[src/rtl/out_shifter.sv]
// Serial driver for a 74HC595-style expander: ships a coherent snapshot of the
// output latch whenever it differs from the last byte sent or a resend is forced.
module out_shifter #(
    parameter int unsigned DIV       = 4,
    parameter bit          MSB_FIRST = 1'b1
) (
    input  logic       clk,
    input  logic       rst,
    input  logic [7:0] outLatch,
    input  logic       enable,
    input  logic       force_req,
    output logic       sdata,
    output logic       sclk,
    output logic       rclk,
    output logic       busy,
    output logic       sent
);

    localparam int unsigned CW = 8;
    localparam int unsigned BW = 3;

    typedef enum logic [1:0] {IDLE, SHIFT_LO, SHIFT_HI, LATCH} state_t;

    state_t          state, state_n;
    logic [CW-1:0]   div_cnt, div_n;
    logic [BW-1:0]   bit_cnt, bit_n;
    logic [7:0]      snap, snap_n;
    logic [7:0]      last_sent, last_n;
    logic            pend_init, pinit_n;
    logic            pend_force, pforce_n;
    logic            sdata_n, sclk_n, rclk_n, busy_n, sent_n;
    logic            div_done;
    logic            req;

    // Bit of a byte that goes out in serial slot b
    function automatic logic pick(input logic [7:0] v, input logic [BW-1:0] b);
        return MSB_FIRST ? v[~b] : v[b];
    endfunction

    assign div_done = (div_cnt == CW'(DIV - 1));
    assign req      = enable & (pend_init | pend_force | force_req | (outLatch != last_sent));

    // State and registered outputs
    always_ff @(posedge clk or posedge rst) begin
        if (rst) begin
            state      <= IDLE;
            div_cnt    <= '0;
            bit_cnt    <= '0;
            snap       <= 8'h00;
            last_sent  <= 8'h00;
            pend_init  <= 1'b1;
            pend_force <= 1'b0;
            sdata      <= 1'b0;
            sclk       <= 1'b0;
            rclk       <= 1'b0;
            busy       <= 1'b0;
            sent       <= 1'b0;
        end else begin
            state      <= state_n;
            div_cnt    <= div_n;
            bit_cnt    <= bit_n;
            snap       <= snap_n;
            last_sent  <= last_n;
            pend_init  <= pinit_n;
            pend_force <= pforce_n;
            sdata      <= sdata_n;
            sclk       <= sclk_n;
            rclk       <= rclk_n;
            busy       <= busy_n;
            sent       <= sent_n;
        end
    end

    // Next state; outputs are computed for the state being entered
    always_comb begin
        state_n  = state;
        div_n    = div_cnt;
        bit_n    = bit_cnt;
        snap_n   = snap;
        last_n   = last_sent;
        pinit_n  = pend_init;
        pforce_n = pend_force;
        sdata_n  = sdata;
        sclk_n   = 1'b0;
        rclk_n   = 1'b0;
        busy_n   = 1'b1;
        sent_n   = 1'b0;

        if (state != IDLE && force_req) begin
            pforce_n = 1'b1;
        end

        case (state)
            IDLE: begin
                busy_n = 1'b0;
                if (req) begin
                    snap_n   = outLatch;
                    last_n   = outLatch;
                    pinit_n  = 1'b0;
                    pforce_n = 1'b0;
                    bit_n    = '0;
                    div_n    = '0;
                    state_n  = SHIFT_LO;
                    busy_n   = 1'b1;
                    sdata_n  = pick(outLatch, '0);
                end
            end
            SHIFT_LO: begin
                if (div_done) begin
                    div_n   = '0;
                    state_n = SHIFT_HI;
                    sclk_n  = 1'b1;
                end else begin
                    div_n = CW'(div_cnt + 1'b1);
                end
            end
            SHIFT_HI: begin
                sclk_n = 1'b1;
                if (div_done) begin
                    div_n  = '0;
                    sclk_n = 1'b0;
                    if (bit_cnt == BW'(7)) begin
                        state_n = LATCH;
                        rclk_n  = 1'b1;
                    end else begin
                        bit_n   = BW'(bit_cnt + 1'b1);
                        state_n = SHIFT_LO;
                        sdata_n = pick(snap, BW'(bit_cnt + 1'b1));
                    end
                end else begin
                    div_n = CW'(div_cnt + 1'b1);
                end
            end
            LATCH: begin
                rclk_n = 1'b1;
                if (div_done) begin
                    div_n   = '0;
                    rclk_n  = 1'b0;
                    busy_n  = 1'b0;
                    sent_n  = 1'b1;
                    state_n = IDLE;
                end else begin
                    div_n = CW'(div_cnt + 1'b1);
                end
            end
            default: begin
                state_n = IDLE;
                busy_n  = 1'b0;
            end
        endcase
    end

endmodule

[config.mk]
export PLATFORM = sky130hd
export DESIGN_NAME = out_shifter
export DESIGN_NICKNAME = d
export VERILOG_FILES = /design/src/rtl/out_shifter.sv
export SDC_FILE = /design/constraint.sdc
export NUM_CORES = 1
export LEC_CHECK = 0
export ABC_CLOCK_PERIOD_IN_PS = 4600
export CORE_MARGIN = 10
export CORE_UTILIZATION = 50
export DETAILED_ROUTE_END_ITERATION = 10
export PLACE_DENSITY = 0.74
export SLEW_MARGIN = 30
export SYNTH_ARGS = -nofsm -noshare
export SYNTH_HDL_FRONTEND = slang
export SYNTH_SLANG_ARGS = --single-unit
[constraint.sdc]
create_clock -name clk -period 4.6 [get_ports clk]
set_input_delay 0.46 -clock clk [delete_from_list [all_inputs] [get_ports clk]]
set_output_delay 0.46 -clock clk [all_outputs]
set_load 0.01 [all_outputs]
==> metrics, run 1 <==
unrepaired setup endpoints after global routing no; area growth from synthesis to final layout 15.9%; Post-CTS Resized 0; Fin Clk Skew 0.00441 ns; Top-Level Pins 17; HPWL after detailed placement 2270 um; total of flip-flops plus latches after synthesis 28; post-route clock period utilization 52.5%; gate count after technology mapping 144; hold crit path type in2async; commonest cells after routing, fill and taps aside 27 x sky130_fd_sc_hd__dfrtp_1, 16 x sky130_fd_sc_hd__clkdlybuf4s50_1, 14 x sky130_fd_sc_hd__nand2_1; biggest area consumer among synthesized cells sky130_fd_sc_hd__dfrtp_1; classification of the worst setup path reg2reg; insertion delay of the later-clocked pin in the worst-skew pair 0.33 ns; most frequent standard cell in the layout excluding fill and tap cells sky130_fd_sc_hd__dfrtp_1; TritonCTS clock tree done; mean instance size in the synthesized netlist 11.1 um^2; type of destination of the critical path register; worst setup slack before clock tree synthesis 1.85 ns; source of the worst register-to-register timing path state[0]$_DFFE_PP0P_; Starting Density 52.2%; PD cells 559 nW/um^2; aggregate global routing overflow 0; iteration count of the initial detailed-routing pass 4; Inserted Diodes 0; post-route cell area 1850 um^2; launching element type of the critical path register; highest clock frequency the design can meet 0.414 GHz; CTS buffer count 3; highest net fanout along the worst path 16; core area 3050 um^2; total number of vias 1110; worst setup path start state[0]$_DFFE_PP0P_; worst path arrival time 2.65 ns; Chip Height 76.4 um; Starting DRT DRC Count 39; reg-to-reg endpoint sdata$_DFFE_PP0P_; buffers added on ports 16; buffers inserted during post-CTS setup optimization 0; number of antenna violations at the first check in global routing 0; Avg Vias per Cell 5.39; number of placement rows 20; # hold bufs at CTS 0; multi-input gate area in the final layout 853 um^2; register area share after synthesis 44.1%; root cell of the clock tree sky130_fd_sc_hd__clkbuf_4; clock transition at the registers of the reported paths 0.15 ns; total negative slack 0 ns; Worst VDD drop 0.309 mV; synthesized netlist net count 164; fraction of post-synthesis cell area in the top cell type by area 42.4%; status finished clean; Hold Slack 0.482 ns; number of global-route vias before repair 1127; number of sinks on the clock net 28; leakage 0.798 nW; library cells used by synthesis 38; final setup fails 0; area of the die 5840 um^2; Final WS setup 2.18 ns; setup slack of the worst register-to-register path 2.18 ns; final estimated routing congestion in global placement 0.836; Worst R2R Path Depth 6; number of warnings issued by yosys 0; Routed WL 2930 um; die extent in x 76.4 um; total number of H-tree levels 1; first-pass GRT wire length 5060 um; actual transition at the worst max-transition pin 0.852 ns; post-synthesis instance area 1590 um^2; minimum clock period 2.42 ns; maximum number of pins on one net before global-route repair 29; WL/cell 14.2 um; layout cells sized above 1 16.7%; area of placed instances 1790 um^2; final layout net count 183; Antenna Violating Nets Remaining 0; total power of the final layout 1.03 mW; number of pins exceeding their max-slew limit in the final report 0; Residual DRC 0; footprint of the flip-flops and latches 702 um^2; fillers 263; Req. time, crit path 4.84 ns; Maximum Capacitance Violations 0; buffer levels on the longest clock path 2; GRT Overall Usage 10.3%; top cells by area, synth sky130_fd_sc_hd__dfrtp_1 42%, sky130_fd_sc_hd__ha_1 6.3%, sky130_fd_sc_hd__mux2_2 5.7%; Final Hold Vio Count 0; relative slew slack 43.0%
==> final cells by class <==
type                       instances  area share [%]
multi-input combinational        108            46.2
sequential                        28            38.0
timing repair buffer              16            8.68
tap                               44            2.98
clock inverter                     1            1.63
clock buffer                       3            1.22
inverter                           6            1.22
==> kinds of logic after synthesis <==
logic type,Yosys count,share of synthesized area (%)
AND/OR/NAND/NOR,54,19.6
buffers and inverters,8,2.36
flip-flops,28,44.1
AO/OA/AOI/OAI,23,11.1
XOR/XNOR,8,4.40
adder cells (fa/ha/maj),8,6.28
multiplexers,15,12.3
==> where the power goes <==
part / total (mW) / switching [mW] / internal, mW
registers: 0.396 / 0.0692 / 0.327
logic: 0.475 / 0.233 / 0.242
clock network: 0.161 / 0.0733 / 0.0881
total: 1.03 / 0.375 / 0.657
==> sequential cells by signal, summed over array words and instances, names as in the netlist <==
| signal | flops |
|---|---|
| bit_cnt | 3 |
| busy | 1 |
| div_cnt | 8 |
| last_sent | 8 |
| pend_force | 1 |
| pend_init | 1 |
| rclk | 1 |
| sclk | 1 |
| sdata | 1 |
| sent | 1 |
| state | 2 |
==> worst max-delay path: stages, from the launching register on <==
cell and delay [ns]:
sky130_fd_sc_hd__dfrtp_1 0.47, sky130_fd_sc_hd__inv_1 0.15, sky130_fd_sc_hd__ha_1 0.31, sky130_fd_sc_hd__inv_1 0.13, sky130_fd_sc_hd__o41ai_4 0.84, sky130_fd_sc_hd__a21oi_4 0.10, sky130_fd_sc_hd__mux2_4 0.34
==> layer usage <==
metal	vias up	routed length [um]	GRT usage, %
met5	-	0	0
met3	6	107	2.24
met1	534	1320	12.2
met4	0	57	4.46
li1	554	-	-
met2	16	1440	17.3
==> stage by stage <==
stage                     cells  util [%]
after floorplan             144         -
after global placement      202      58.7
after detailed placement    202      58.7
after CTS                   206      60.5
after global routing        206      60.5
final                       206      60.5
==> synth_stat cells <==
library cell and instances:
sky130_fd_sc_hd__nor2b_1 1, sky130_fd_sc_hd__o21a_1 1, sky130_fd_sc_hd__nand2_1 14, sky130_fd_sc_hd__nor4_4 1
sky130_fd_sc_hd__dfstp_2 1, sky130_fd_sc_hd__nand3_1 8, sky130_fd_sc_hd__a22o_1 2, sky130_fd_sc_hd__xnor2_1 7
sky130_fd_sc_hd__and2_1 2, sky130_fd_sc_hd__a21oi_4 1, sky130_fd_sc_hd__or4b_2 1, sky130_fd_sc_hd__o21ai_0 7
sky130_fd_sc_hd__nand3b_2 1, sky130_fd_sc_hd__nand4_1 1, sky130_fd_sc_hd__nand2b_1 6, sky130_fd_sc_hd__ha_1 8
sky130_fd_sc_hd__clkbuf_1 1, sky130_fd_sc_hd__o32ai_1 1, sky130_fd_sc_hd__o21ai_1 1, sky130_fd_sc_hd__mux4_2 2
sky130_fd_sc_hd__a31oi_1 1, sky130_fd_sc_hd__or3_4 1, sky130_fd_sc_hd__or4_4 2, sky130_fd_sc_hd__inv_1 6
sky130_fd_sc_hd__o31ai_1 5, sky130_fd_sc_hd__buf_6 1, sky130_fd_sc_hd__and3_1 3, sky130_fd_sc_hd__o41ai_4 1
sky130_fd_sc_hd__nor3_1 4, sky130_fd_sc_hd__or3b_1 1, sky130_fd_sc_hd__nor2_1 7, sky130_fd_sc_hd__mux2i_1 3
sky130_fd_sc_hd__xor2_1 1, sky130_fd_sc_hd__mux2_2 8, sky130_fd_sc_hd__or2_2 1, sky130_fd_sc_hd__dfrtp_1 27
sky130_fd_sc_hd__mux2_4 2, sky130_fd_sc_hd__a21oi_1 3
==> how the worst max path moves through the flow <==
stage / end / slack [ns]
2_1_floorplan: bit_cnt[0]$_DFFE_PP0P_ / 2.67
3_3_place_gp: sdata$_DFFE_PP0P_ / 1.89
5_1_grt: sdata$_DFFE_PP0P_ / 2.02
6_report: sdata$_DFFE_PP0P_ / 2.18
4_1_cts: sdata$_DFFE_PP0P_ / 2.19
3_5_place_dp: bit_cnt[0]$_DFFE_PP0P_ / 1.85
Power figures use the tool's default switching activity.
==> run 2, diff against run 1 <==
--- a/config.mk
+++ b/config.mk
@@ -5,11 +5,11 @@
 export SDC_FILE = /design/constraint.sdc
 export NUM_CORES = 1
 export LEC_CHECK = 0
-export ABC_CLOCK_PERIOD_IN_PS = 4600
+export ABC_CLOCK_PERIOD_IN_PS = 2100
 export CORE_MARGIN = 10
 export CORE_UTILIZATION = 50
 export DETAILED_ROUTE_END_ITERATION = 10
-export PLACE_DENSITY = 0.74
+export PLACE_DENSITY = 0.77
 export SLEW_MARGIN = 30
 export SYNTH_ARGS = -nofsm -noshare
 export SYNTH_HDL_FRONTEND = slang
==> constraint.sdc (replaced) <==
create_clock -name clk -period 2.1 [get_ports clk]
set_input_delay 0.21 -clock clk [delete_from_list [all_inputs] [get_ports clk]]
set_output_delay 0.21 -clock clk [all_outputs]
set_load 0.01 [all_outputs]
==> run 2 against run 1 <==
Sequential share of layout area down 2.0 points. Clock-buffer cell count unchanged. Cell area up 5.4%. First-iteration DRC count up 140%. Final cell count up 6.3%. Critical path type unchanged. Die area unchanged.
==> metrics, run 2 (synthesis gave the netlist of run 1 again) <==
commonest cells after routing, fill and taps aside 27 x sky130_fd_sc_hd__dfrtp_1, 16 x sky130_fd_sc_hd__clkdlybuf4s50_1, 14 x sky130_fd_sc_hd__nand2_1; kind of cell adding the most delay to the critical path simple AND/OR/NAND/NOR gates; fillers 248; buffer levels on the longest clock path 2; buffers added on ports 16; post-route cell area 1950 um^2; clock transition at the registers of the reported paths 0.16 ns; worst setup path start div_cnt[4]$_DFFE_PP0P_; worst path arrival time 2.25 ns; Maximum Capacitance Violations 0; net switching component of the power 886 uW; total number of H-tree levels 1; largest registers ranked by flip-flop count div_cnt: 8 flops, last_sent: 8 flops, bit_cnt: 3 flops; PD cells 1250 nW/um^2; setup slack of the worst register-to-register path 0.10 ns; Inserted Diodes 0; Residual DRC 0; Starting Density 52.2%; final estimated routing congestion in global placement 0.830; total power of the final layout 2.43 mW; hold crit path type in2async; Req. time, crit path 2.35 ns; biggest cell delay along the critical path 0.47 ns; area growth from synthesis to final layout 22.2%; reg-to-reg endpoint sdata$_DFFE_PP0P_; most frequent standard cell in the layout excluding fill and tap cells sky130_fd_sc_hd__dfrtp_1; actual transition at the worst max-transition pin 0.407 ns; clock share of power 15.2%; Avg Vias per Cell 5.38; insertion delay of the later-clocked pin in the worst-skew pair 0.35 ns; status finished clean; GRT Overall Usage 11.5%; number of pins exceeding their max-slew limit in the final report 0; Antenna Violating Nets Remaining 0; cells along the critical path or3_4 -> nor4_4 -> nand3b_2 -> a21oi_4 -> mux2_4; layout cells sized above 1 22.9%; type of destination of the critical path register; Routed WL 3340 um; die extent in x 76.4 um; Crit path depth 5; Top-Level Pins 17; highest net fanout along the worst path 5; Worst R2R Path Depth 5; Final Hold Vio Count 0; source of the worst register-to-register timing path div_cnt[4]$_DFFE_PP0P_; WL/cell 15.3 um; core area 3050 um^2; sequential share of power 35.6%; leakage 0.865 nW; launching element type of the critical path register; number of global-route vias before repair 1261; post-route clock period utilization 95.2%; CTS buffer count 3; number of placement rows 20; final setup fails 0; first-pass GRT wire length 5690 um; # hold bufs at CTS 0; number of antenna violations at the first check in global routing 0; aggregate global routing overflow 0; Chip Height 76.4 um; maximum number of pins on one net before global-route repair 29; TritonCTS clock tree done; minimum clock period 2.00 ns; area of placed instances 1880 um^2; classification of the worst setup path reg2reg; iteration count of the initial detailed-routing pass 4; Worst VDD drop 0.558 mV; Fin Clk Skew 0.00391 ns; area of the die 5840 um^2; endpoint of the worst setup timing path sdata$_DFFE_PP0P_; number of sinks on the clock net 28; Hold Slack 0.194 ns; Internal Pwr Total 1.54 mW; switching power as a share of total power 36.5%; HPWL after detailed placement 2590 um; combinational power share 49.2%; unrepaired setup endpoints after global routing no; final layout net count 196; relative slew slack 72.8%; total number of vias 1178; Starting DRT DRC Count 93; master of the slowest instance on the critical path sky130_fd_sc_hd__dfrtp_1; highest clock frequency the design can meet 0.500 GHz; root cell of the clock tree sky130_fd_sc_hd__clkbuf_4; CP Buf/Inv Count 0
[run 2: cell count changes in the layout (fill, tap and decap cells not counted)]
cell	change
sky130_fd_sc_hd__buf_4	+13
sky130_fd_sc_hd__ha_1	-1
sky130_fd_sc_hd__ha_2	+1
sky130_fd_sc_hd__inv_1	+1
sky130_fd_sc_hd__inv_2	-1
[run 2: power groups by stage]
| stage | combinational (mW) | sequential, mW | clock, mW |
|---|---|---|---|
| after floorplan | 0.799 | 0.861 | 0 |
| after global placement | 1.13 | 0.867 | 0 |
| after detailed placement | 1.18 | 0.878 | 0 |
| after CTS | 1.19 | 0.866 | 0.375 |
| after global routing | 1.32 | 0.891 | 0.393 |
| final | 1.19 | 0.864 | 0.369 |
[run 2: stage by stage]
| step | worst slack [ns] | TNS, ns | instances | util, % |
|---|---|---|---|---|
| 3_3_place_gp | 0.0211 | 0 | 214 | 61.7 |
| 2_1_floorplan | 0.181 | 0 | 144 | - |
| 5_1_grt | 0.0165 | 0 | 219 | 63.7 |
| 6_report | 0.101 | 0 | 219 | 63.7 |
| 4_1_cts | 0.0785 | 0 | 218 | 63.4 |
| 3_5_place_dp | -0.0208 | -0.0404 | 214 | 61.7 |
[run 2: per-layer routing]
| metal | share of wire [%] | global-route usage, % | vias to the layer above |
|---|---|---|---|
| li1 | - | - | 580 |
| met2 | 51 | 20.8 | 23 |
| met4 | 1.4 | 4.46 | 0 |
| met5 | 0 | 0 | - |
| met1 | 44 | 12.8 | 570 |
| met3 | 3.6 | 2.36 | 5 |
[run 2: layout make-up]
| cell class | instances | area, um^2 | share of cell area (%) |
|---|---|---|---|
| Tap cell | 44 | 55.1 | 2.83 |
| Timing Repair Buffer | 29 | 258 | 13.2 |
| Clock buffer | 3 | 22.5 | 1.16 |
| Clock inverter | 1 | 30.0 | 1.54 |
| Inverter | 6 | 22.5 | 1.16 |
| Sequential cell | 28 | 702 | 36.1 |
| Multi-Input combinational cell | 108 | 856 | 44.0 |
[run 2: what timing repair did]
item	in CTS	in global routing
buffers inserted	0	1
gates resized for setup	0	1
endpoints found under the setup margin	0	6
[run 2: how the worst min path moves through the flow]
stage | startpoint | to | depth (start not counted)
4_1_cts | rst | state[1]$_DFFE_PP0P_ | 3
6_report | rst | div_cnt[0]$_DFFE_PP0P_ | 3
5_1_grt | rst | div_cnt[0]$_DFFE_PP0P_ | 3
3_3_place_gp | pend_init$_DFFE_PP1P_ | pend_init$_DFFE_PP1P_ | 1
2_1_floorplan | rst | bit_cnt[0]$_DFFE_PP0P_ | 1
3_5_place_dp | pend_init$_DFFE_PP1P_ | pend_init$_DFFE_PP1P_ | 1
[run 2: worst register-to-register path, cell delays in order, from the launching register on]
cell and delay, ns:
sky130_fd_sc_hd__dfrtp_1 0.47, sky130_fd_sc_hd__or3_4 0.42, sky130_fd_sc_hd__nor4_4 0.33, sky130_fd_sc_hd__nand3b_2 0.15, sky130_fd_sc_hd__a21oi_4 0.22, sky130_fd_sc_hd__mux2_4 0.32
